File: src/rtl/dmac_xfer_engine.sv
// Single-channel DMA sequencer: alternating read/write bus cycles from SAR to DAR,
// TCR times, with suspend/resume on GO and sticky TE/AE status.
module dmac_xfer_engine #(
  parameter int unsigned TCR_W = 24
) (
  input  logic             CLK,
  input  logic             RST_N,
  input  logic             CE,
  input  logic             GO,
  input  logic [31:0]      SAR_IN,
  input  logic [31:0]      DAR_IN,
  input  logic [TCR_W-1:0] TCR_IN,
  input  logic [1:0]       SM,
  input  logic [1:0]       DM,
  input  logic [1:0]       TS,
  input  logic             IE,
  input  logic             TE_CLR,
  output logic [31:0]      BUS_A,
  output logic [31:0]      BUS_DO,
  input  logic [31:0]      BUS_DI,
  output logic [3:0]       BUS_BA,
  output logic             BUS_WE,
  output logic             BUS_REQ,
  input  logic             BUS_BUSY,
  output logic [31:0]      SAR_CUR,
  output logic [31:0]      DAR_CUR,
  output logic [TCR_W-1:0] TCR_CUR,
  output logic             TE,
  output logic             AE,
  output logic             IRQ
);

  typedef enum logic [1:0] {StIdle, StRd, StWr, StDone} state_e;

  state_e           state_q, state_d;
  logic             act_q, act_d;
  logic [31:0]      sar_q, sar_d, dar_q, dar_d, hold_q, hold_d;
  logic [TCR_W-1:0] tcr_q, tcr_d, tcr_dec;
  logic             te_q, te_d, ae_q, ae_d, ld_q, ld_d;
  logic             te_set, ae_set, misalign;
  logic [2:0]       size;
  logic [3:0]       rd_ba, wr_ba;
  logic [31:0]      rd_shift, rd_data, wr_data;

  function automatic logic [3:0] lanes(input logic [31:0] a, input logic [1:0] ts);
    case (ts)
      2'b00:   lanes = 4'b1000 >> a[1:0];
      2'b01:   lanes = a[1] ? 4'b0011 : 4'b1100;
      default: lanes = 4'b1111;
    endcase
  endfunction

  function automatic logic [31:0] step(input logic [31:0] a, input logic [1:0] mode,
                                       input logic [2:0] sz);
    case (mode)
      2'b01:   step = a + {29'd0, sz};
      2'b10:   step = a - {29'd0, sz};
      default: step = a;
    endcase
  endfunction

  always_comb begin
    case (TS)
      2'b00:   size = 3'd1;
      2'b01:   size = 3'd2;
      default: size = 3'd4;
    endcase
  end

  assign misalign = ((TS == 2'b01) & (SAR_IN[0] | DAR_IN[0])) |
                    (TS[1] & ((|SAR_IN[1:0]) | (|DAR_IN[1:0])));

  assign rd_ba    = lanes(sar_q, TS);
  assign wr_ba    = lanes(dar_q, TS);
  assign tcr_dec  = tcr_q - TCR_W'(1);
  // Offset 0 sits in bits 31:24, so a byte at offset n is shifted down by 8*(3-n).
  assign rd_shift = BUS_DI >> {~sar_q[1:0], 3'b000};

  always_comb begin
    case (TS)
      2'b00:   rd_data = {24'h0, rd_shift[7:0]};
      2'b01:   rd_data = sar_q[1] ? {16'h0, BUS_DI[15:0]} : {16'h0, BUS_DI[31:16]};
      default: rd_data = BUS_DI;
    endcase
    case (TS)
      2'b00:   wr_data = {4{hold_q[7:0]}};
      2'b01:   wr_data = {2{hold_q[15:0]}};
      default: wr_data = hold_q;
    endcase
  end

  always_comb begin
    state_d = state_q;
    act_d   = act_q;
    sar_d   = sar_q;
    dar_d   = dar_q;
    tcr_d   = tcr_q;
    hold_d  = hold_q;
    ld_d    = ld_q;
    te_set  = 1'b0;
    ae_set  = 1'b0;
    if (CE) begin
      unique case (state_q)
        StIdle: begin
          if (GO && !te_q && !ae_q) begin
            if (ld_q && (tcr_q != '0)) begin
              state_d = StRd;
              act_d   = 1'b0;
            end else begin
              sar_d = SAR_IN;
              dar_d = DAR_IN;
              tcr_d = TCR_IN;
              if (misalign) begin
                ae_set = 1'b1;
              end else begin
                ld_d    = 1'b1;
                state_d = StRd;
                act_d   = 1'b0;
              end
            end
          end
        end
        StRd: begin
          // First cycle of each phase is the mandatory REQ-low gap.
          if (!act_q) begin
            act_d = 1'b1;
          end else if (!BUS_BUSY) begin
            hold_d  = rd_data;
            act_d   = 1'b0;
            state_d = StWr;
          end
        end
        StWr: begin
          if (!act_q) begin
            act_d = 1'b1;
          end else if (!BUS_BUSY) begin
            sar_d = step(sar_q, SM, size);
            dar_d = step(dar_q, DM, size);
            tcr_d = tcr_dec;
            act_d = 1'b0;
            if (tcr_dec == '0) begin
              state_d = StDone;
            end else if (GO) begin
              state_d = StRd;
            end else begin
              state_d = StIdle;
            end
          end
        end
        StDone: begin
          te_set  = 1'b1;
          ld_d    = 1'b0;
          state_d = StIdle;
        end
        default: state_d = StIdle;
      endcase
    end
  end

  always_comb begin
    te_d = te_q;
    if (CE && TE_CLR) te_d = 1'b0;
    if (te_set) te_d = 1'b1;
    ae_d = ae_q;
    if (CE && TE_CLR && !GO) ae_d = 1'b0;
    if (ae_set) ae_d = 1'b1;
  end

  always_ff @(posedge CLK or negedge RST_N) begin
    if (!RST_N) begin
      state_q <= StIdle;
      act_q   <= 1'b0;
      sar_q   <= '0;
      dar_q   <= '0;
      tcr_q   <= '0;
      hold_q  <= '0;
      te_q    <= 1'b0;
      ae_q    <= 1'b0;
      ld_q    <= 1'b0;
    end else begin
      state_q <= state_d;
      act_q   <= act_d;
      sar_q   <= sar_d;
      dar_q   <= dar_d;
      tcr_q   <= tcr_d;
      hold_q  <= hold_d;
      te_q    <= te_d;
      ae_q    <= ae_d;
      ld_q    <= ld_d;
    end
  end

  always_comb begin
    BUS_A   = '0;
    BUS_DO  = '0;
    BUS_BA  = '0;
    BUS_WE  = 1'b0;
    BUS_REQ = 1'b0;
    if (state_q == StRd) begin
      BUS_A   = sar_q;
      BUS_BA  = rd_ba;
      BUS_REQ = act_q;
    end else if (state_q == StWr) begin
      BUS_A   = dar_q;
      BUS_BA  = wr_ba;
      BUS_DO  = wr_data;
      BUS_WE  = 1'b1;
      BUS_REQ = act_q;
    end
  end

  assign SAR_CUR = sar_q;
  assign DAR_CUR = dar_q;
  assign TCR_CUR = tcr_q;
  assign TE      = te_q;
  assign AE      = ae_q;
  assign IRQ     = te_q & IE;

endmodule

File: config.mk
export PLATFORM = sky130hd
export DESIGN_NAME = dmac_xfer_engine
export DESIGN_NICKNAME = d
export VERILOG_FILES = /design/src/rtl/dmac_xfer_engine.sv
export SDC_FILE = /design/constraint.sdc
export NUM_CORES = 1
export LEC_CHECK = 0
export CORE_UTILIZATION = 50
export CTS_CLUSTER_SIZE = 25
export DETAILED_ROUTE_END_ITERATION = 8
export PLACE_DENSITY = 0.87
export SYNTH_ARGS = -nofsm -noshare
export SYNTH_HDL_FRONTEND = slang
export SYNTH_SLANG_ARGS = --single-unit
File: constraint.sdc
create_clock -name CLK -period 3.5 [get_ports CLK]
set_input_delay 0.525 -clock CLK [delete_from_list [all_inputs] [get_ports CLK]]
set_output_delay 0.525 -clock CLK [all_outputs]
set_load 0.05 [all_outputs]
==> results of run 1 <==
metal layers:
| layer | up-vias | wire [um] | share of wire, % |
|---|---|---|---|
| met2 | 715 | 19700 | 47 |
| met4 | 2 | 1810 | 4.3 |
| met3 | 115 | 3720 | 8.8 |
| met5 | - | 17 | 0.040 |
| met1 | 6040 | 16800 | 40 |
| li1 | 5921 | - | - |
registers in the layout, summed over array words and instances (netlist names):
register  flops
DAR_CUR      32
hold_q       32
ld_q          1
AE            1
state_q       2
TCR_CUR      24
TE            1
act_q         1
SAR_CUR      32
worst paths after layout:
kind	startpoint	to	slack (ps)	cells after the start
max	state_q[1]$_DFFE_PN0P_	BUS_A[9]	100	6
min	RST_N	SAR_CUR[10]$_DFFE_PN0P_	450	2
max reg2reg	TCR_CUR[0]$_DFFE_PN0P_	DAR_CUR[31]$_DFFE_PN0P_	280	10
min reg2reg	hold_q[16]$_DFFE_PN0P_	hold_q[16]$_DFFE_PN0P_	480	2
max in group asynchronous	RST_N	DAR_CUR[0]$_DFFE_PN0P_	2170	3
min in group CLK	hold_q[16]$_DFFE_PN0P_	hold_q[16]$_DFFE_PN0P_	480	2
what timing repair did:
item | 4_1_cts | 5_1_grt
endpoints found under the hold margin | 8 | 0
gates resized for setup | 22 | 28
setup endpoints to repair | 24 | 42
setup buffers | 7 | 3
hold buffers | 1 | 0
pin swaps | 10 | 5
final cells by class:
class | instances | area share (%)
multi-input cells | 1165 | 45.7
repair buffers | 473 | 28.5
flip-flops and latches | 126 | 19.2
clock buffers | 18 | 2.68
well taps | 275 | 2.10
inverters | 38 | 0.916
clock inverters | 13 | 0.862
diodes | 1 | 0.0153
power by group:
group	internal [mW]	switching (mW)	total, mW
Clock	1.07	0.740	1.81
Combinational	4.28	6.76	11.0
Sequential	2.13	1.08	3.21
kinds of logic (layout without fill, tap and decap cells):
kind of cell / Yosys count / in the layout / synth area share (%)
multiplexers: 43 / 43 / 4.01
buffers and inverters: 132 / 542 / 4.75
AND/OR/NAND/NOR: 489 / 489 / 20.4
XOR/XNOR: 57 / 57 / 4.64
AO/OA/AOI/OAI: 505 / 505 / 28.6
flip-flops: 126 / 126 / 29.3
adder cells (fa/ha/maj): 71 / 71 / 8.39
other: 0 / 1 / 0
stage by stage:
step / instance area, um2 / power (mW) / setup slack (ps)
finish: 16400 / 16.1 / 96.3
global route: 16400 / 16.9 / -43.5
CTS: 16300 / 15.8 / 0.456
detailed placement: 15500 / 13.9 / -712
global placement: 15500 / 13.6 / -623
floorplan: 11000 / 9.76 / -178
critical path: cells and delay by family (launching register included):
family / cells / cell delay [ps]
fa+ha+maj: 1 / 510
simple gates: 1 / 80
flops: 1 / 450
buf+inv: 3 / 1300
compound gates: 1 / 90
cell usage after synthesis, types with 6 or more instances:
cell type	n	area (um2)
nor4_1	6	37.5
nor2_1	106	398
o22ai_1	18	113
o21ai_0	175	876
buf_2	10	50.1
a211oi_1	12	90.1
mux2i_1	42	420
ha_1	69	863
or3_1	8	50.1
nand4_1	9	56.3
a31oi_1	17	106
and3_1	10	62.6
a21o_1	35	263
o211ai_1	8	60.1
a22oi_1	26	195
nand2b_1	12	75.1
a211o_1	6	52.6
o31ai_1	10	75.1
nand2_1	250	938
dfrtp_1	126	3150
o21a_1	8	60.1
nand3_1	31	155
and2_1	6	37.5
xor2_1	15	131
inv_1	37	139
xnor2_1	42	368
a21oi_1	132	661
nor3_1	19	95.1
a222oi_1	8	80.1
clkbuf_1	80	300
==> impl_results.md, run 1 <==
- Outcome: complete, no violations
- Global-route met2 utilization: roughly 62%
- Initial antenna violation count: 3
- Largest net degree at the start of global routing: 73
- Share of post-route cells with drive strength above 1: 18.4%
- Max Root-Sink Buffers: 2
- Most used DFF post-synth: dfrtp_1
- Ys Warns: 0
- Vias in the first global route: roughly 12,000
- Total CTS buffers: 17
- Fin util: 77.8%
- Die extent in x: 149 um
- Worst setup EP type: output port
- Total number of vias: about 13,000
- Crit path largest cell delay: 820 ps
- Hold Path Class: input pin to asynchronous set/reset pin
- Worst VDD drop: about 0.77 mV
- Initial DRT Pass Iterations: 6
- Later-pin clock latency in the skew report: 440 ps
- Die height: between 100 and 150 um
- Filler cells: 1,533
- Syn nets: 1,627
- CP Data Arrival Time: 2880 ps
- Gpl congestion: 0.956
- EDFF count, synth: 0
- Met1 GRT Util: 47.6%
- Tcrit/Tclk final: roughly 97%
- Startpoint types: register
- Placed cell count: 2,066
- Power Density: 979 nW/um2
- Core Region: 21,100 um2
- Initial Util: 51.1%
- Rows: 53
- Worst-Margin Slew: 719 ps
- Synth-to-layout area growth: 52.3%
- Dpl hpwl: 31,200 um
- Net count, final: between 2,000 and 2,500
- Synth Register Bits: 126
- Final Skew: ~13 ps
- Final setup fails: 0
- Hold_ws: 453 ps
- DRT antenna net count: 0
- Avg WL per Cell: 19.9 um
- Fin. Hold Viols: 0
- Clock transition at path regs: around 60 ps
- Mapped Cells: 1,423
- Max Fanout on Critical Path: 27
- First-pass GRT wire length: 65,300 um
- CTS sink cnt: 126
- Area of the multi-input gates: 7500 um2
- Ys async rst share: 100%
- Routed wire length: 42,000 um
- Root Buffer: clkbuf_16
- Worst-path cell chain: inv_1, ha_2, buf_4, nand2_1, o21ai_1, clkdlybuf4s50_1
- Distinct cell type count after synthesis: 76
- Max Cap Viol: 0
- Setup Crit Path Kind: register to output port
- Slowest CP cell: clkdlybuf4s50_1
- Die area: 22,100 um2
- Slew Limit Fails: 0
- Finished Layout Cells: 2,109
- Crit path time final: between 3000 and 4000 ps
- Register area: approximately 3200 um2
- Sequential area share after synthesis: between 20% and 30%
- DRC: 0
- Via density: between 6 and 7
- Most frequent cells in the layout: nand2_1, clkdlybuf4s50_1, buf_4
- Commonest non-fill, non-tap cell in the layout: nand2_1
- Busiest grt layer: met2
- Max_slew headroom: 51.7%
- Port buffer count: about 300
- Initial DRC Count: 1,127
- Fin Setup TNS: 0 ps
- GR Overflow Total: 0
- Max Fclk: a little under 0.3 GHz
- Met3 GRT Util: 7.09%
- Pleak: 7.17 nW
- CTS tree: yes
- Total Routing Usage GR: a little under two fifths
- CP required: 2970 ps
- Synthesized area: 10,800 um2
- H-Tree Depth: 4
- Syn avg cell area: 7.57 um2
- I/O Pins: 294
Note: power is estimated with default switching activity, not from simulation.
==> run 2: changes to the inputs <==
- CTS_CLUSTER_SIZE: 25 -> not set
==> results of run 2 <==
The final DEF is identical to that of run 1; final timing and power are the same.
